<file path="src/rtl/shift_add_multiplier_24bit_pkg.sv">
// -----------------------------------------------------------------------------
// shift_add_multiplier_24bit_pkg
// Shared arithmetic-unit definitions used by the sequential multiplier and the
// restoring divider, so both blocks present the same start/busy/done control.
//   state_t        : IDLE / OPERATE / DONE FSM encoding (2 bits)
//   DEFAULT_WIDTH  : default operand width (24)
//   count_width()  : bits needed to hold an iteration count of 0..width
// -----------------------------------------------------------------------------
package shift_add_multiplier_24bit_pkg;

    localparam int DEFAULT_WIDTH = 24;

    typedef enum logic [1:0] {
        IDLE    = 2'd0,
        OPERATE = 2'd1,
        DONE    = 2'd2
    } state_t;

    // The counter is loaded with width itself, so it needs width+1 codes.
    function automatic int count_width(input int width);
        return $clog2(width + 1);
    endfunction

endpackage

</file>
<file path="src/rtl/mult_add_shift_step.sv">
// -----------------------------------------------------------------------------
// mult_add_shift_step
// One radix-2 shift-and-add iteration. If the accumulator LSB (current
// multiplier bit) is set, the multiplicand is added into the upper half; the
// full (2W+1)-bit result is then shifted right by one.
// Ports:
//   acc      in   2*WIDTH+1  current accumulator {carry, upper, multiplier bits}
//   mcand    in   WIDTH      multiplicand
//   acc_next out  2*WIDTH+1  accumulator after this step
// -----------------------------------------------------------------------------
module mult_add_shift_step #(
    parameter int WIDTH = 24
) (
    input  logic [2*WIDTH:0]  acc,
    input  logic [WIDTH-1:0]  mcand,
    output logic [2*WIDTH:0]  acc_next
);

    logic [WIDTH:0] upper_sum;

    // NOTE: every signal assigned in always_comb gets a default first, so no
    // path can leave it unassigned and infer a latch.
    always_comb begin
        upper_sum = acc[2*WIDTH:WIDTH];
        if (acc[0]) begin
            // Upper field's MSB is always 0 before the add (it was shifted in),
            // so the (WIDTH+1)-bit sum cannot overflow.
            upper_sum = acc[2*WIDTH:WIDTH] + {1'b0, mcand};
        end
        acc_next = {1'b0, upper_sum, acc[WIDTH-1:1]};
    end

endmodule

</file>
<file path="src/rtl/shift_add_multiplier_24bit.sv">
// -----------------------------------------------------------------------------
// shift_add_multiplier_24bit
// Sequential unsigned shift-and-add multiplier, one partial product per clock.
// Fixed latency of WIDTH+2 edges from the accepting edge to done.
// Ports:
//   clk           in   1        rising-edge clock
//   reset         in   1        asynchronous, active-high
//   start         in   1        request, honoured only in IDLE
//   multiplicand  in   WIDTH    operand A, captured on the accepting edge
//   multiplier    in   WIDTH    operand B, captured on the accepting edge
//   product       out  2*WIDTH  A*B, held until the next completion
//   busy          out  1        high in OPERATE and DONE
//   done          out  1        one-cycle strobe with each new product
// -----------------------------------------------------------------------------
module shift_add_multiplier_24bit
    import shift_add_multiplier_24bit_pkg::*;
#(
    parameter int WIDTH = DEFAULT_WIDTH
) (
    input  logic                 clk,
    input  logic                 reset,
    input  logic                 start,
    input  logic [WIDTH-1:0]     multiplicand,
    input  logic [WIDTH-1:0]     multiplier,
    output logic [2*WIDTH-1:0]   product,
    output logic                 busy,
    output logic                 done
);

    localparam int CW = count_width(WIDTH);

    state_t             state;
    logic [WIDTH-1:0]   mcand;
    logic [2*WIDTH:0]   acc;
    logic [2*WIDTH:0]   acc_next;
    logic [CW-1:0]      count;

    mult_add_shift_step #(
        .WIDTH (WIDTH)
    ) u_step (
        .acc      (acc),
        .mcand    (mcand),
        .acc_next (acc_next)
    );

    // NOTE: sequential state uses non-blocking assignments so every register
    // samples pre-edge values regardless of statement order.
    // NOTE: every register, including the product, is cleared by reset; an
    // aborted operation must leave no stale result visible.
    always_ff @(posedge clk or posedge reset) begin
        if (reset) begin
            state   <= IDLE;
            mcand   <= '0;
            acc     <= '0;
            count   <= '0;
            product <= '0;
            busy    <= 1'b0;
            done    <= 1'b0;
        end else begin
            case (state)
                IDLE: begin
                    done <= 1'b0;
                    if (start) begin
                        mcand <= multiplicand;
                        acc   <= {{(WIDTH+1){1'b0}}, multiplier};
                        count <= CW'(WIDTH);
                        busy  <= 1'b1;
                        state <= OPERATE;
                    end
                end
                OPERATE: begin
                    // Always WIDTH iterations; no early exit on small operands.
                    if (count != '0) begin
                        acc   <= acc_next;
                        count <= count - CW'(1);
                    end else begin
                        state <= DONE;
                    end
                end
                DONE: begin
                    product <= acc[2*WIDTH-1:0];
                    done    <= 1'b1;
                    busy    <= 1'b0;
                    state   <= IDLE;
                end
                default: state <= IDLE;
            endcase
        end
    end

endmodule

</file>
<file path="config.mk">
export PLATFORM = sky130hd
export DESIGN_NAME = shift_add_multiplier_24bit
export DESIGN_NICKNAME = d
export VERILOG_FILES = /design/src/rtl/shift_add_multiplier_24bit_pkg.sv /design/src/rtl/mult_add_shift_step.sv /design/src/rtl/shift_add_multiplier_24bit.sv
export SDC_FILE = /design/constraint.sdc
export NUM_CORES = 1
export LEC_CHECK = 0
export CAP_MARGIN = 10
export CORE_MARGIN = 5
export CORE_UTILIZATION = 25
export CTS_CLUSTER_DIAMETER = 40
export DETAILED_ROUTE_END_ITERATION = 10
export PLACE_DENSITY_LB_ADDON = 0.1
export RECOVER_POWER = 25
export SLEW_MARGIN = 20
export SYNTH_ARGS = -nofsm -noshare
export SYNTH_HDL_FRONTEND = slang
export SYNTH_SLANG_ARGS = --single-unit
</file>
<file path="constraint.sdc">
create_clock -name clk -period 8.6 [get_ports clk]
set_input_delay 2.15 -clock clk [delete_from_list [all_inputs] [get_ports clk]]
set_output_delay 2.15 -clock clk [all_outputs]
set_load 0.1 [all_outputs]
</file>
-- After elaboration in Yosys (flattened, before gate mapping)
Cells that the tools add are included.
Widths: inputs -> output; s select.
- latch bits: 0
- output and inout port bits: 50
- ROM bits: 0
- logic and storage cells: 35
- input bits: 51
- memories: 0
- flip-flop bits (word level): 130
- bits in writable memories: 0
- reduce and logical (&&, ||, !) cells: 8
- equality and inequality tests: 5
- multipliers: 0
- shifts and indexed selects: 0
- order comparisons: 0
- multiplexer cells: 13
- add/subtract/negate cells: 2
- div/mod/pow operators: 0
- bitwise logic cells: 0
- operators by type and width (cell ; number):
    $mux 49 ; 2
    $pmux 49 s2 ; 1
    $add 25x24->25 ; 1
    $mux 25 ; 1
    $mux 5 ; 2
    $pmux 5 s2 ; 1
    $ne 2x2->1 const B ; 3
    $reduce_and 2->1 ; 3
    $reduce_bool 5->1 ; 1
    $sub 5x1->5 const B ; 1
    $mux 2 ; 2
    $pmux 1 s2 ; 2
    $pmux 2 s2 ; 1
    $reduce_bool 2->1 ; 2
    $reduce_and 3->1 ; 1
    $eq 2x1->1 const B ; 1
    $eq 2x2->1 const B ; 1
    $logic_not 2->1 ; 1
    $mux 1 ; 1

-- Longest topological paths before layout
Gate-level depths: netlist of the first run.
- depth after elaboration: 4
- gate-level depth with buffers: 9
- depth with buffers taken out: 9

-- Modules after synthesis
A second synthesis of the first run with hierarchy kept.
- cell total of the unflattened synthesis: 709
- area total of the unflattened synthesis: 7294.5 um2
- modules (own cells, without submodules) (module ; seq. area each (um2) ; instances ; cells an instance ; area each (um2)):
    shift_add_multiplier_24bit ; 3253.1 ; 1 ; 465 ; 5554.1
    mult_add_shift_step ; 0.0 ; 1 ; 244 ; 1740.4

-- Worst setup path before layout of the first run
No wires, ideal clock.
- kind: input to register
- from: in start
- to: reg acc[0]
- arrival: 3.094 ns
- path slack: 5.370 ns
- stages: 5
- data required time: 8.465 ns
- path through: and2_1 > clkbuf_1 > nor2_1 > clkbuf_1 > o21ai_0
- word-level cells in the longest chain between the ends: 2
- RTL lines (what ; RTL line ; text):
    from (decl) ; shift_add_multiplier_24bit.sv:22 ; input logic start,
    $ne 2x2->1 (no line) ; n/a ;
    $reduce_and 3->1 (no line) ; n/a ;
    to (signal assigned) ; shift_add_multiplier_24bit.sv:65 ; acc <= {{(WIDTH+1){1'b0}}, multiplier};
    to (signal assigned) ; shift_add_multiplier_24bit.sv:74 ; acc <= acc_next;
    to (decl) ; shift_add_multiplier_24bit.sv:34 ; logic [2*WIDTH:0] acc;
Every way passes these cells.
A chain may end at the register's enable or synchronous reset.

-- Worst setup path in the final report of the first run
- from: reg product[1]
- to: out product[1]
- RTL lines (what ; RTL line ; text):
    from (decl) ; shift_add_multiplier_24bit.sv:25 ; output logic [2*WIDTH-1:0] product,
    from (signal assigned) ; shift_add_multiplier_24bit.sv:81 ; product <= acc[2*WIDTH-1:0];
No word-level cell between the ends.

==> report_table.html, run 1 <==
<table>
<tr><th>Metric</th><th>Value</th></tr>
<tr><th colspan="2">Final layout</th></tr>
<tr><td>Number of antenna cells inserted</td><td>0</td></tr>
<tr><td>Final Net Count</td><td>781</td></tr>
<tr><td>Area occupied by multi-input gates</td><td>0.002973 mm2</td></tr>
<tr><td>Leading cell types in the layout, fill and taps excluded</td><td>129 x sky130_fd_sc_hd__dfrtp_1, 126 x sky130_fd_sc_hd__nand2_1, 99 x sky130_fd_sc_hd__clkdlybuf4s50_1</td></tr>
<tr><td>Final std cells w/o fill</td><td>1046</td></tr>
<tr><td>Layout filler cell count</td><td>2577</td></tr>
<tr><td>Area growth from synthesis to final layout</td><td>31.00%</td></tr>
<tr><td>FF/Latch Area</td><td>0.003228 mm2</td></tr>
<tr><td>Ratio of cells with drive above 1 in the final layout</td><td>0.1411</td></tr>
<tr><td>Commonest non-fill, non-tap cell in the layout</td><td>sky130_fd_sc_hd__dfrtp_1</td></tr>
<tr><th colspan="2">Logic synthesis</th></tr>
<tr><td>Instance count of the mapped netlist</td><td>607</td></tr>
<tr><td>Cell types with the largest area share after synthesis</td><td>sky130_fd_sc_hd__dfrtp_1 51%, sky130_fd_sc_hd__mux2_2 8.4%, sky130_fd_sc_hd__nand2_1 7.5%</td></tr>
<tr><td>Syn_nets</td><td>685</td></tr>
<tr><td>Mapped Area</td><td>0.006329 mm2</td></tr>
<tr><td>Top-area cell type share of the netlist area</td><td>0.5101</td></tr>
<tr><td>Syn Area/Cell</td><td>10.43 um2</td></tr>
<tr><td>Dominant cell type by area after synthesis</td><td>sky130_fd_sc_hd__dfrtp_1</td></tr>
<tr><td>Number of distinct library cells after synthesis</td><td>54</td></tr>
<tr><td>Synthesis-stage register bit count</td><td>129</td></tr>
<tr><td>Register area share after synthesis</td><td>0.5101</td></tr>
<tr><td>Yosys warning total</td><td>0</td></tr>
<tr><th colspan="2">Worst setup path</th></tr>
<tr><td>Register-to-register path setup slack</td><td>5.22 ns</td></tr>
<tr><td>Delay of the slowest critical-path stage</td><td>1.16 ns</td></tr>
<tr><td>Crit path kind</td><td>register to output port</td></tr>
<tr><td>Buffers &amp; Inverters on Critical Path</td><td>1</td></tr>
<tr><td>Type of element launching the critical path</td><td>register</td></tr>
<tr><td>Critical path depth in cells</td><td>1</td></tr>
<tr><td>Arr. time, crit path</td><td>1.95 ns</td></tr>
<tr><td>Capture point of the worst path</td><td>product[1]</td></tr>
<tr><td>Critical Path Fanout Max</td><td>2</td></tr>
<tr><td>Critical register-to-register path startpoint</td><td>state[0]</td></tr>
<tr><td>Endpoint of the most critical register-to-register path</td><td>product[5]</td></tr>
<tr><td>Worst-path cell chain</td><td>clkdlybuf4s50_1</td></tr>
<tr><td>Critical Path Sink Type</td><td>output port</td></tr>
<tr><td>Worst path required time</td><td>6.45 ns</td></tr>
<tr><td>Largest delay share family, worst path</td><td>buffers and inverters</td></tr>
<tr><td>Cell count of the worst reg-to-reg path</td><td>3</td></tr>
<tr><td>Slowest CP cell</td><td>sky130_fd_sc_hd__clkdlybuf4s50_1</td></tr>
<tr><td>Critical path startpoint</td><td>product[1]</td></tr>
<tr><th colspan="2">Detailed routing</th></tr>
<tr><td>Average routed wire per standard cell</td><td>15.81 um</td></tr>
<tr><td>Aggregate routed wire length</td><td>16540 um</td></tr>
<tr><td>Via density per instance</td><td>4.465</td></tr>
<tr><td>Via count</td><td>4670</td></tr>
<tr><td>Number of nets still failing antenna checks after routing</td><td>0</td></tr>
<tr><td>Iteration count of the initial detailed-routing pass</td><td>4</td></tr>
<tr><td>DRC violations left</td><td>0</td></tr>
<tr><td>Starting DRT DRC Count</td><td>203</td></tr>
<tr><th colspan="2">Floorplan</th></tr>
<tr><td>Core Box Area</td><td>0.02504 mm2</td></tr>
<tr><td>Chip height</td><td>169.1 um</td></tr>
<tr><td>Initial Utilization</td><td>0.2528</td></tr>
<tr><td>Die footprint</td><td>0.02860 mm2</td></tr>
<tr><td>Io pins</td><td>101</td></tr>
<tr><td>Rows</td><td>58</td></tr>
<tr><td>Die Span X</td><td>169.1 um</td></tr>
<tr><th colspan="2">Clock tree</th></tr>
<tr><td># hold bufs at CTS</td><td>0</td></tr>
<tr><td>Clock tree from TritonCTS</td><td>done</td></tr>
<tr><td>Clock-pin slew reported for the worst setup and hold paths after clock tree synthesis</td><td>0.07 ns</td></tr>
<tr><td>H-tree levels</td><td>4</td></tr>
<tr><td>Quantity of gates resized following cts</td><td>0</td></tr>
<tr><td>Number of buffers on the longest clock path</td><td>2</td></tr>
<tr><td>Worst-skew pair later-pin latency</td><td>0.43 ns</td></tr>
<tr><td>Clock root buffer master</td><td>sky130_fd_sc_hd__clkbuf_16</td></tr>
<tr><td>Number of buffers added for setup after CTS</td><td>0</td></tr>
<tr><td>Clk sink count</td><td>129</td></tr>
<tr><td>Total CTS buffers</td><td>17</td></tr>
<tr><th colspan="2">Placed design</th></tr>
<tr><td>Routability-driven placement congestion ratio</td><td>0.8071</td></tr>
<tr><td>Final HPWL from detailed placement</td><td>11300 um</td></tr>
<tr><td>Port bufs</td><td>100</td></tr>
<tr><td>Placed cell count</td><td>1014</td></tr>
<tr><th colspan="2">Timing</th></tr>
<tr><td>RSZ-0062 raised after global routing</td><td>false</td></tr>
<tr><td>Maximum operating frequency</td><td>244.0 MHz</td></tr>
<tr><td>Final-report hold violation count</td><td>0</td></tr>
<tr><td>Aggregate negative setup slack</td><td>0 ns</td></tr>
<tr><td>Post-layout min period</td><td>4.099 ns</td></tr>
<tr><td>Rel. slew slack</td><td>-1.045</td></tr>
<tr><td>Final worst-path cycle share</td><td>0.4766</td></tr>
<tr><td>Worst hold slack across all endpoints</td><td>0.4864 ns</td></tr>
<tr><td>Max-slew violation count</td><td>98</td></tr>
<tr><td>Setup violations, final</td><td>0</td></tr>
<tr><td>Setup clock skew after layout</td><td>0.01240 ns</td></tr>
<tr><td>Actual transition at the worst max-transition pin</td><td>3.067 ns</td></tr>
<tr><th colspan="2">Min path</th></tr>
<tr><td>Worst min-delay path category</td><td>register to register</td></tr>
<tr><th colspan="2">Global route</th></tr>
<tr><td>Pin count of the biggest net entering global routing</td><td>53</td></tr>
<tr><td>Total global routing track utilization</td><td>0.1206</td></tr>
<tr><td>Wire length of the first global-routing pass</td><td>27500 um</td></tr>
<tr><td>Grt total ovfl</td><td>0</td></tr>
<tr><td>Number of antenna violations at the first check in global routing</td><td>1</td></tr>
<tr><td>Via count of the first global-routing pass</td><td>5006</td></tr>
<tr><th colspan="2">Outcome</th></tr>
<tr><td>Violated checks</td><td>capacitance limit, slew limit</td></tr>
<tr><td>Status</td><td>complete, but fails checks</td></tr>
<tr><th colspan="2">Job</th></tr>
<tr><td>Max-cap violations</td><td>2</td></tr>
<tr><th colspan="2">Power and ir drop</th></tr>
<tr><td>Pwr Density</td><td>432.1 mW/mm2</td></tr>
<tr><td>Peak supply drop</td><td>0.1729 mV</td></tr>
<tr><td>Static leakage power</td><td>3.891 nW</td></tr>
</table>
[worst min-delay path by stage]
| stage | startpoint | end | slack (ns) | depth (start not counted) |
|---|---|---|---|---|
| 3_5_place_dp | done | done | 0.47 | 2 |
| 4_1_cts | done | done | 0.49 | 2 |
| 3_3_place_gp | mcand[0] | mcand[0] | 0.47 | 2 |
| 2_1_floorplan | mcand[0] | mcand[0] | 0.45 | 2 |
| 6_report | busy | busy | 0.49 | 2 |
| 5_1_grt | done | done | 0.51 | 2 |
[where the power goes]
group          switching (mW)  internal, mW
Combinational            1.17         0.610
Clock                   0.315         0.442
Sequential              0.197         0.850
[area by class of cell]
class / instances / area share
Inverter: 8 / 0.003773
Sequential cell: 129 / 0.3894
Clock inverter: 15 / 0.02234
Timing Repair Buffer: 105 / 0.1248
Clock buffer: 17 / 0.05131
Multi-Input combinational cell: 442 / 0.3586
Tap cell: 330 / 0.04980
[layer usage]
layer	routed length (um)	vias to the layer above	track usage
met1	7667	2229	0.1591
met4	188	2	0.03360
met3	1159	17	0.04320
met5	13	-	0
li1	-	2328	-
met2	7507	94	0.1884
[kinds of logic after synthesis]
group / count (synthesis) / share of synthesized area
simple gates: 190 / 0.1311
flops: 129 / 0.5101
compound gates: 128 / 0.1224
mux: 76 / 0.1295
buf+inv: 36 / 0.02333
fa+ha+maj: 27 / 0.05457
xor+xnor: 21 / 0.02906
[sequential cells by signal, summed over array words and instances, names as in the netlist]
| name | count |
|---|---|
| state | 2 |
| product | 48 |
| acc | 48 |
| busy | 1 |
| count | 5 |
| mcand | 24 |
| done | 1 |
[per-stage QoR]
| step | area [um2] | setup slack, ns | power (mW) | util |
|---|---|---|---|---|
| final | 8290 | 4.501 | 3.582 | 0.3311 |
| after global routing | 8290 | 4.007 | 3.850 | 0.3311 |
| after CTS | 8295 | 4.460 | 3.631 | 0.3313 |
| after detailed placement | 7685 | 4.453 | 2.850 | 0.3069 |
| after global placement | 7685 | 4.493 | 2.840 | 0.3069 |
| after floorplan | 6329 | 3.009 | 2.394 | - |
[synthesized netlist by cell type (all sizes together)]
| library cell | number |
|---|---|
| a221o | 1 |
| xnor2 | 10 |
| and3 | 11 |
| a211o | 1 |
| nor4 | 1 |
| nor3b | 1 |
| o21ai | 61 |
| a31oi | 9 |
| and2 | 5 |
| o21a | 1 |
| o21bai | 1 |
| buf | 5 |
| o41ai | 1 |
| ha | 26 |
| a41o | 1 |
| a211oi | 3 |
| a311oi | 1 |
| dfrtp | 129 |
| a21oi | 23 |
| nand2b | 4 |
| nor3 | 3 |
| a22oi | 9 |
| a21o | 8 |
| nor2 | 18 |
| nand3 | 12 |
| mux2 | 47 |
| o211ai | 2 |
| nand2 | 127 |
| xor2 | 11 |
| fa | 1 |
| a31o | 1 |
| inv | 8 |
| nor4b | 1 |
| nand4 | 4 |
| o31ai | 2 |
| a21boi | 3 |
| nand3b | 1 |
| clkbuf | 23 |
| mux2i | 29 |
| nor2b | 2 |
No activity file was read; power rests on OpenSTA's default activity.
==> inputs of run 2 (changes only) <==
clock period = 4.03 ns   (was 8.6 ns; I/O delays follow)
==> run 2 against run 1 <==
Against the previous run: the run still ends with capacitance limit, slew limit left; global-route usage is 0.24 points higher; sequential share of layout area is 0.082 points higher; via count is 3.1% higher; non-clock buffer count is 4 higher; utilization is 0.070 points lower; critical path depth stayed put; cell count is 0.38% higher; power is 110% higher; critical path type unchanged; critical endpoint is now product[22].
==> report_table.html, run 2 (synthesis results as in run 1) <==
<table>
<tr><th>Metric</th><th>Value</th></tr>
<tr><th colspan="2">Clock tree</th></tr>
<tr><td>Clock tree from TritonCTS</td><td>done</td></tr>
<tr><td>Clock-pin slew reported for the worst setup and hold paths after clock tree synthesis</td><td>0.06 ns (about the same)</td></tr>
<tr><td>Number of buffers on the longest clock path</td><td>2 (unchanged)</td></tr>
<tr><td>Number of buffers added for setup after CTS</td><td>0 (unchanged)</td></tr>
<tr><td># hold bufs at CTS</td><td>0 (unchanged)</td></tr>
<tr><td>Clock root buffer master</td><td>sky130_fd_sc_hd__clkbuf_16</td></tr>
<tr><td>Clk sink count</td><td>129 (unchanged)</td></tr>
<tr><td>Total CTS buffers</td><td>17 (unchanged)</td></tr>
<tr><td>Quantity of gates resized following cts</td><td>0 (unchanged)</td></tr>
<tr><td>Worst-skew pair later-pin latency</td><td>0.43 ns (about the same)</td></tr>
<tr><td>H-tree levels</td><td>4 (unchanged)</td></tr>
<tr><th colspan="2">Floorplan</th></tr>
<tr><td>Core Box Area</td><td>0.02504 mm2 (unchanged)</td></tr>
<tr><td>Io pins</td><td>101 (unchanged)</td></tr>
<tr><td>Rows</td><td>58 (unchanged)</td></tr>
<tr><td>Chip height</td><td>169.1 um (unchanged)</td></tr>
<tr><td>Die footprint</td><td>0.02860 mm2 (unchanged)</td></tr>
<tr><td>Initial Utilization</td><td>0.2528 (unchanged)</td></tr>
<tr><td>Die Span X</td><td>169.1 um (unchanged)</td></tr>
<tr><th colspan="2">Worst setup path</th></tr>
<tr><td>Cell count of the worst reg-to-reg path</td><td>9 (+6)</td></tr>
<tr><td>Critical Path Sink Type</td><td>output port</td></tr>
<tr><td>Critical path depth in cells</td><td>1 (unchanged)</td></tr>
<tr><td>Capture point of the worst path</td><td>product[22]</td></tr>
<tr><td>Register-to-register path setup slack</td><td>1.37 ns (-3.85 ns)</td></tr>
<tr><td>Critical Path Fanout Max</td><td>2 (unchanged)</td></tr>
<tr><td>Type of element launching the critical path</td><td>register</td></tr>
<tr><td>Critical path startpoint</td><td>product[22]</td></tr>
<tr><td>Arr. time, crit path</td><td>1.96 ns (about the same)</td></tr>
<tr><td>Worst-path cell chain</td><td>clkdlybuf4s50_1</td></tr>
<tr><td>Buffers &amp; Inverters on Critical Path</td><td>1 (unchanged)</td></tr>
<tr><td>Delay of the slowest critical-path stage</td><td>1.15 ns (about the same)</td></tr>
<tr><td>Endpoint of the most critical register-to-register path</td><td>acc[43]</td></tr>
<tr><td>Largest delay share family, worst path</td><td>buffers and inverters</td></tr>
<tr><td>Critical register-to-register path startpoint</td><td>acc[24]</td></tr>
<tr><td>Slowest CP cell</td><td>sky130_fd_sc_hd__clkdlybuf4s50_1</td></tr>
<tr><td>Crit path kind</td><td>register to output port</td></tr>
<tr><td>Worst path required time</td><td>3.02 ns (-3.43 ns)</td></tr>
<tr><th colspan="2">Min path</th></tr>
<tr><td>Worst min-delay path category</td><td>register to register</td></tr>
<tr><th colspan="2">Global route</th></tr>
<tr><td>Wire length of the first global-routing pass</td><td>27950 um (+1.6%)</td></tr>
<tr><td>Pin count of the biggest net entering global routing</td><td>130 (+150%)</td></tr>
<tr><td>Grt total ovfl</td><td>0 (unchanged)</td></tr>
<tr><td>Total global routing track utilization</td><td>0.1231 (+0.002411)</td></tr>
<tr><td>Number of antenna violations at the first check in global routing</td><td>0 (-1)</td></tr>
<tr><td>Via count of the first global-routing pass</td><td>5206 (+4.0%)</td></tr>
<tr><th colspan="2">Outcome</th></tr>
<tr><td>Status</td><td>complete, but fails checks</td></tr>
<tr><td>Violated checks</td><td>capacitance limit, slew limit</td></tr>
<tr><th colspan="2">Final layout</th></tr>
<tr><td>Number of antenna cells inserted</td><td>0 (unchanged)</td></tr>
<tr><td>Leading cell types in the layout, fill and taps excluded</td><td>129 x sky130_fd_sc_hd__dfrtp_1, 127 x sky130_fd_sc_hd__nand2_1, 99 x sky130_fd_sc_hd__clkdlybuf4s50_1</td></tr>
<tr><td>Final Net Count</td><td>785 (+0.51%)</td></tr>
<tr><td>Area growth from synthesis to final layout</td><td>30.72%</td></tr>
<tr><td>Largest regs</td><td>acc (48), product (48), mcand (24)</td></tr>
<tr><td>Ratio of cells with drive above 1 in the final layout</td><td>0.1444 (+0.003383)</td></tr>
<tr><td>Commonest non-fill, non-tap cell in the layout</td><td>sky130_fd_sc_hd__dfrtp_1</td></tr>
<tr><td>Final std cells w/o fill</td><td>1050 (+0.38%)</td></tr>
<tr><th colspan="2">Timing</th></tr>
<tr><td>Final-report hold violation count</td><td>0 (unchanged)</td></tr>
<tr><td>Post-layout min period</td><td>2.967 ns</td></tr>
<tr><td>Max-slew violation count</td><td>130 (+33%)</td></tr>
<tr><td>Setup violations, final</td><td>0 (unchanged)</td></tr>
<tr><td>Aggregate negative setup slack</td><td>0 ns (unchanged)</td></tr>
<tr><td>Actual transition at the worst max-transition pin</td><td>1.886 ns (-1.181 ns)</td></tr>
<tr><td>Setup clock skew after layout</td><td>0.01103 ns (-0.001373 ns)</td></tr>
<tr><td>RSZ-0062 raised after global routing</td><td>false</td></tr>
<tr><td>Maximum operating frequency</td><td>337.1 MHz</td></tr>
<tr><td>Rel. slew slack</td><td>-0.2575 (+0.7874)</td></tr>
<tr><td>Final worst-path cycle share</td><td>0.7361</td></tr>
<tr><th colspan="2">Detailed routing</th></tr>
<tr><td>Via count</td><td>4817 (+3.1%)</td></tr>
<tr><td>DRC violations left</td><td>0 (unchanged)</td></tr>
<tr><td>Number of nets still failing antenna checks after routing</td><td>0 (unchanged)</td></tr>
<tr><td>Average routed wire per standard cell</td><td>16.03 um (+1.4%)</td></tr>
<tr><td>Aggregate routed wire length</td><td>16830 um (+1.8%)</td></tr>
<tr><td>Iteration count of the initial detailed-routing pass</td><td>7 (+3)</td></tr>
<tr><td>Starting DRT DRC Count</td><td>200 (-1.5%)</td></tr>
<tr><td>Via density per instance</td><td>4.588 (+2.8%)</td></tr>
<tr><th colspan="2">Placed design</th></tr>
<tr><td>Port bufs</td><td>100 (unchanged)</td></tr>
<tr><td>Final HPWL from detailed placement</td><td>11320 um (+0.24%)</td></tr>
<tr><td>Placed cell count</td><td>1018 (+0.39%)</td></tr>
<tr><td>Routability-driven placement congestion ratio</td><td>0.8140 (+0.85%)</td></tr>
<tr><th colspan="2">Power and ir drop</th></tr>
<tr><td>Static leakage power</td><td>3.878 nW (-0.34%)</td></tr>
<tr><td>Pwr Density</td><td>913.0 mW/mm2 (+110%)</td></tr>
<tr><td>Peak supply drop</td><td>0.4067 mV (+140%)</td></tr>
<tr><td>Total power</td><td>7.553 mW (+110%)</td></tr>
<tr><th colspan="2">Job</th></tr>
<tr><td>Max-cap violations</td><td>1 (-1)</td></tr>
</table>
==> run 2: cell types whose count changed in the layout (fill, tap and decap cells not counted), moves of 2 or more <==
cell and delta:
sky130_fd_sc_hd__inv_6 -3, sky130_fd_sc_hd__bufinv_16 -2, sky130_fd_sc_hd__buf_4 +4, sky130_fd_sc_hd__inv_8 +2, sky130_fd_sc_hd__clkinvlp_4 +4
==> run 2: routing by layer <==
layer / up-vias / GRT usage / wire length (um) / share of wire
met2: 110 / 0.1956 / 7896 / 0.47
met3: 13 / 0.04040 / 1038 / 0.062
li1: 2336 / - / - / -
met4: 0 / 0.03535 / 171 / 0.010
met5: - / 0 / 0 / 0
met1: 2358 / 0.1613 / 7724 / 0.46
==> run 2: tightest hold or removal path, cell delays in order (launching register included) <==
cell and delay (ns):
sky130_fd_sc_hd__dfrtp_1 0.35, sky130_fd_sc_hd__nand2_1 0.05, sky130_fd_sc_hd__o21ai_0 0.06
==> run 2: worst min-delay path by stage <==
stage	end	slack, ns	depth (start not counted)	start
3_5_place_dp	done	0.47	2	done
4_1_cts	done	0.49	2	done
5_1_grt	done	0.52	2	done
6_report	product[0]	0.48	2	product[0]
3_3_place_gp	mcand[0]	0.47	2	mcand[0]
2_1_floorplan	mcand[0]	0.45	2	mcand[0]
==> run 2: final cells by class <==
type                    instances  area (um2)
flip-flops and latches        129        3228
well taps                     330       412.9
fillers                      2572       16760
inverters                       8       33.78
clock buffers                  17       425.4
clock inverters                15       136.4
repair buffers                109        1069
multi-input cells             442        2968
==> run 2: power by group <==
group	internal, mW	switching [mW]
sequential	1.81	0.414
combinational	1.32	2.51
clock	0.815	0.673
total	3.95	3.60
==> run 2: metrics by stage <==
| stage | instance area [um2] | hold WS [ns] | setup WS, ns | util |
|---|---|---|---|---|
| finish | 8273 | 0.4849 | 1.063 | 0.3304 |
| global route | 8273 | 0.5213 | 0.7203 | 0.3304 |
| detailed placement | 7726 | 0.4714 | 1.345 | 0.3086 |
| CTS | 8288 | 0.4892 | 1.037 | 0.3310 |
| global placement | 7726 | 0.4714 | 1.372 | 0.3086 |
| floorplan | 6332 | 0.4523 | 1.427 | - |
==> inputs of run 3 (changes only) <==
clock period = 2.65 ns   (was 4.03 ns; I/O delays follow)
==> run 3 against run 2 <==
Against the previous run: the run now ends clean; combinational power is 53% higher; first-iteration DRC count down 13%; critical path depth rose by 8; register-to-register slack worse by 1.3 ns; sequential share of layout area about the same; setup slack worse by 0.95 ns; clock skew decreased by 0.0025 ns; cell count rose by 0.86%; critical endpoint is now acc[43].
==> report_table.html, run 3 (synthesis results as in run 1) <==
<table>
<tr><th>Metric</th><th>Value</th></tr>
<tr><th colspan="2">Outcome</th></tr>
<tr><td>Status</td><td>finished clean</td></tr>
<tr><th colspan="2">Clock tree</th></tr>
<tr><td>Quantity of gates resized following cts</td><td>0 (unchanged)</td></tr>
<tr><td>Clk sink count</td><td>129 (unchanged)</td></tr>
<tr><td>Clock-pin slew reported for the worst setup and hold paths after clock tree synthesis</td><td>0.06 ns (about the same)</td></tr>
<tr><td># hold bufs at CTS</td><td>0 (unchanged)</td></tr>
<tr><td>Number of buffers added for setup after CTS</td><td>0 (unchanged)</td></tr>
<tr><td>Total CTS buffers</td><td>17 (unchanged)</td></tr>
<tr><td>Number of buffers on the longest clock path</td><td>2 (unchanged)</td></tr>
<tr><td>Worst-skew pair later-pin latency</td><td>0.42 ns (about the same)</td></tr>
<tr><td>Clock tree from TritonCTS</td><td>done</td></tr>
<tr><td>H-tree levels</td><td>4 (unchanged)</td></tr>
<tr><td>Clock root buffer master</td><td>sky130_fd_sc_hd__clkbuf_16</td></tr>
<tr><th colspan="2">Detailed routing</th></tr>
<tr><td>Aggregate routed wire length</td><td>16760 um (-0.45%)</td></tr>
<tr><td>Iteration count of the initial detailed-routing pass</td><td>5 (-2)</td></tr>
<tr><td>Number of nets still failing antenna checks after routing</td><td>0 (unchanged)</td></tr>
<tr><td>Via density per instance</td><td>4.512 (-1.7%)</td></tr>
<tr><td>Via count</td><td>4778 (-0.81%)</td></tr>
<tr><td>Starting DRT DRC Count</td><td>175 (-13%)</td></tr>
<tr><td>DRC violations left</td><td>0 (unchanged)</td></tr>
<tr><td>Average routed wire per standard cell</td><td>15.82 um (-1.3%)</td></tr>
<tr><th colspan="2">Final layout</th></tr>
<tr><td>Final Net Count</td><td>794 (+1.1%)</td></tr>
<tr><td>Finished layout cell area</td><td>0.008283 mm2 (+0.12%)</td></tr>
<tr><td>Ratio of cells with drive above 1 in the final layout</td><td>0.2236 (+0.07915)</td></tr>
<tr><td>Area growth from synthesis to final layout</td><td>30.88%</td></tr>
<tr><td>Leading cell types in the layout, fill and taps excluded</td><td>129 x sky130_fd_sc_hd__dfrtp_1, 127 x sky130_fd_sc_hd__nand2_1, 64 x sky130_fd_sc_hd__buf_4</td></tr>
<tr><td>Number of antenna cells inserted</td><td>0 (unchanged)</td></tr>
<tr><td>Largest regs</td><td>acc (48), product (48), mcand (24)</td></tr>
<tr><td>Commonest non-fill, non-tap cell in the layout</td><td>sky130_fd_sc_hd__dfrtp_1</td></tr>
<tr><th colspan="2">Timing</th></tr>
<tr><td>Final worst-path cycle share</td><td>0.9564</td></tr>
<tr><td>Actual transition at the worst max-transition pin</td><td>1.154 ns (-0.7325 ns)</td></tr>
<tr><td>Final-report hold violation count</td><td>0 (unchanged)</td></tr>
<tr><td>Rel. slew slack</td><td>0.2267 (+0.4841)</td></tr>
<tr><td>Post-layout min period</td><td>2.535 ns</td></tr>
<tr><td>Maximum operating frequency</td><td>394.6 MHz</td></tr>
<tr><td>Aggregate negative setup slack</td><td>0 ns (unchanged)</td></tr>
<tr><td>Setup violations, final</td><td>0 (unchanged)</td></tr>
<tr><td>Max-slew violation count</td><td>0 (-100%)</td></tr>
<tr><td>Setup clock skew after layout</td><td>0.008534 ns (-0.002497 ns)</td></tr>
<tr><td>RSZ-0062 raised after global routing</td><td>false</td></tr>
<tr><th colspan="2">Floorplan</th></tr>
<tr><td>Rows</td><td>58 (unchanged)</td></tr>
<tr><td>Die footprint</td><td>0.02860 mm2 (unchanged)</td></tr>
<tr><td>Initial Utilization</td><td>0.2528 (unchanged)</td></tr>
<tr><td>Io pins</td><td>101 (unchanged)</td></tr>
<tr><td>Chip height</td><td>169.1 um (unchanged)</td></tr>
<tr><td>Core Box Area</td><td>0.02504 mm2 (unchanged)</td></tr>
<tr><td>Die Span X</td><td>169.1 um (unchanged)</td></tr>
<tr><th colspan="2">Worst setup path</th></tr>
<tr><td>Buffers &amp; Inverters on Critical Path</td><td>0 (-1)</td></tr>
<tr><td>Critical register-to-register path startpoint</td><td>mcand[0]</td></tr>
<tr><td>Worst path required time</td><td>2.93 ns (-0.09 ns)</td></tr>
<tr><td>Crit path kind</td><td>register to register</td></tr>
<tr><td>Arr. time, crit path</td><td>2.82 ns (+0.86 ns)</td></tr>
<tr><td>Critical Path Fanout Max</td><td>4 (+2)</td></tr>
<tr><td>Type of element launching the critical path</td><td>register</td></tr>
<tr><td>Worst-path cell chain</td><td>ha_1 -&gt; fa_1 -&gt; a21o_1 -&gt; a221o_2 -&gt; nand4_2 -&gt; a311oi_2 -&gt; o31ai_2 -&gt; xor2_1 -&gt; o21ai_1</td></tr>
<tr><td>Endpoint of the most critical register-to-register path</td><td>acc[43]</td></tr>
<tr><td>Delay of the slowest critical-path stage</td><td>0.41 ns (-0.74 ns)</td></tr>
<tr><td>Critical Path Sink Type</td><td>register</td></tr>
<tr><td>Critical path depth in cells</td><td>9 (+8)</td></tr>
<tr><td>Cell count of the worst reg-to-reg path</td><td>9 (unchanged)</td></tr>
<tr><td>Register-to-register path setup slack</td><td>0.12 ns (-1.25 ns)</td></tr>
<tr><td>Slowest CP cell</td><td>sky130_fd_sc_hd__fa_1</td></tr>
<tr><td>Largest delay share family, worst path</td><td>compound AO/OA/AOI/OAI gates</td></tr>
<tr><th colspan="2">Global route</th></tr>
<tr><td>Total global routing track utilization</td><td>0.1217 (-0.001316)</td></tr>
<tr><td>Grt total ovfl</td><td>0 (unchanged)</td></tr>
<tr><td>Number of antenna violations at the first check in global routing</td><td>0 (unchanged)</td></tr>
<tr><td>Via count of the first global-routing pass</td><td>5202 (-0.077%)</td></tr>
<tr><td>Wire length of the first global-routing pass</td><td>27790 um (-0.54%)</td></tr>
<tr><td>Pin count of the biggest net entering global routing</td><td>51 (-61%)</td></tr>
<tr><th colspan="2">Placed design</th></tr>
<tr><td>Final HPWL from detailed placement</td><td>11810 um (+4.3%)</td></tr>
<tr><td>Routability-driven placement congestion ratio</td><td>0.7860 (-3.4%)</td></tr>
<tr><td>Area after detailed placement</td><td>0.007699 mm2 (-0.36%)</td></tr>
<tr><td>Port bufs</td><td>100 (unchanged)</td></tr>
<tr><th colspan="2">Min path</th></tr>
<tr><td>Worst Hold Path EP</td><td>done</td></tr>
<tr><td>Worst min-delay path category</td><td>register to register</td></tr>
<tr><td>Start point of the worst min-delay path</td><td>done</td></tr>
<tr><td>Cell count of the worst hold path</td><td>2 (unchanged)</td></tr>
<tr><th colspan="2">Job</th></tr>
<tr><td>Max-cap violations</td><td>0 (-1)</td></tr>
<tr><th colspan="2">Power and ir drop</th></tr>
<tr><td>Peak supply drop</td><td>0.5358 mV (+32%)</td></tr>
<tr><td>Pwr Density</td><td>1408 mW/mm2 (+54%)</td></tr>
<tr><td>Static leakage power</td><td>4.054 nW (+4.5%)</td></tr>
<tr><td>Total power</td><td>11.66 mW (+54%)</td></tr>
</table>
[run 3: changes by cell type in the layout (fill, tap and decap cells not counted), moves of 2 or more]
cell	before	now
sky130_fd_sc_hd__clkinv_2	0	2
sky130_fd_sc_hd__buf_4	8	64
sky130_fd_sc_hd__clkinv_4	1	4
sky130_fd_sc_hd__buf_12	0	2
sky130_fd_sc_hd__clkdlybuf4s50_1	99	49
sky130_fd_sc_hd__inv_8	4	0
sky130_fd_sc_hd__bufinv_16	0	3
sky130_fd_sc_hd__clkinvlp_4	5	3
sky130_fd_sc_hd__inv_6	6	3
[run 3: power breakdown]
part	switching, mW	total (mW)	leakage [nW]	internal [mW]
clock	0.950	2.44	0.290	1.49
combinational	3.85	5.86	2.09	2.01
sequential	0.603	3.36	1.67	2.76
total	5.40	11.7	4.05	6.26
[run 3: through the flow]
step	std cells	setup WS, ns	hold slack (ns)	utilization
2_1_floorplan	607	0.2550	0.4523	-
3_3_place_gp	1026	0.06955	0.4663	0.3075
3_5_place_dp	1026	0.03935	0.4728	0.3075
4_1_cts	1058	0.02183	0.4895	0.3318
5_1_grt	1059	0.009444	0.5142	0.3308
6_report	1059	0.1155	0.4812	0.3308
[run 3: how the worst max path moves through the flow]
stage,from,end
after detailed placement,mcand[0],acc[43]
final,mcand[0],acc[43]
after global placement,mcand[0],acc[43]
after global routing,mcand[0],acc[43]
after floorplan,acc[24],acc[43]
after CTS,mcand[0],acc[43]
[run 3: worst register-to-register path, delay by kind of cell (launching register included)]
kind / cells / cell delay, ns
flip-flops: 1 / 0.38
AO/OA/AOI/OAI: 5 / 1.10
XOR/XNOR: 1 / 0.18
adder cells (fa/ha/maj): 2 / 0.64
AND/OR/NAND/NOR: 1 / 0.12
[run 3: final cells by class]
type | instances | area, um2
clock buffer | 17 | 425.4
clock inverter | 15 | 183.9
fill | 2579 | 16750
inverter | 8 | 31.28
multi-input combinational | 442 | 2968
sequential | 129 | 3228
tap | 330 | 412.9
timing repair buffer | 118 | 1033
[run 3: routing by layer]
layer / routed length, um / GRT usage
met3: 1015 / 0.03923
met4: 246 / 0.04025
met1: 7865 / 0.1605
met2: 7628 / 0.1904
met5: 0 / 0
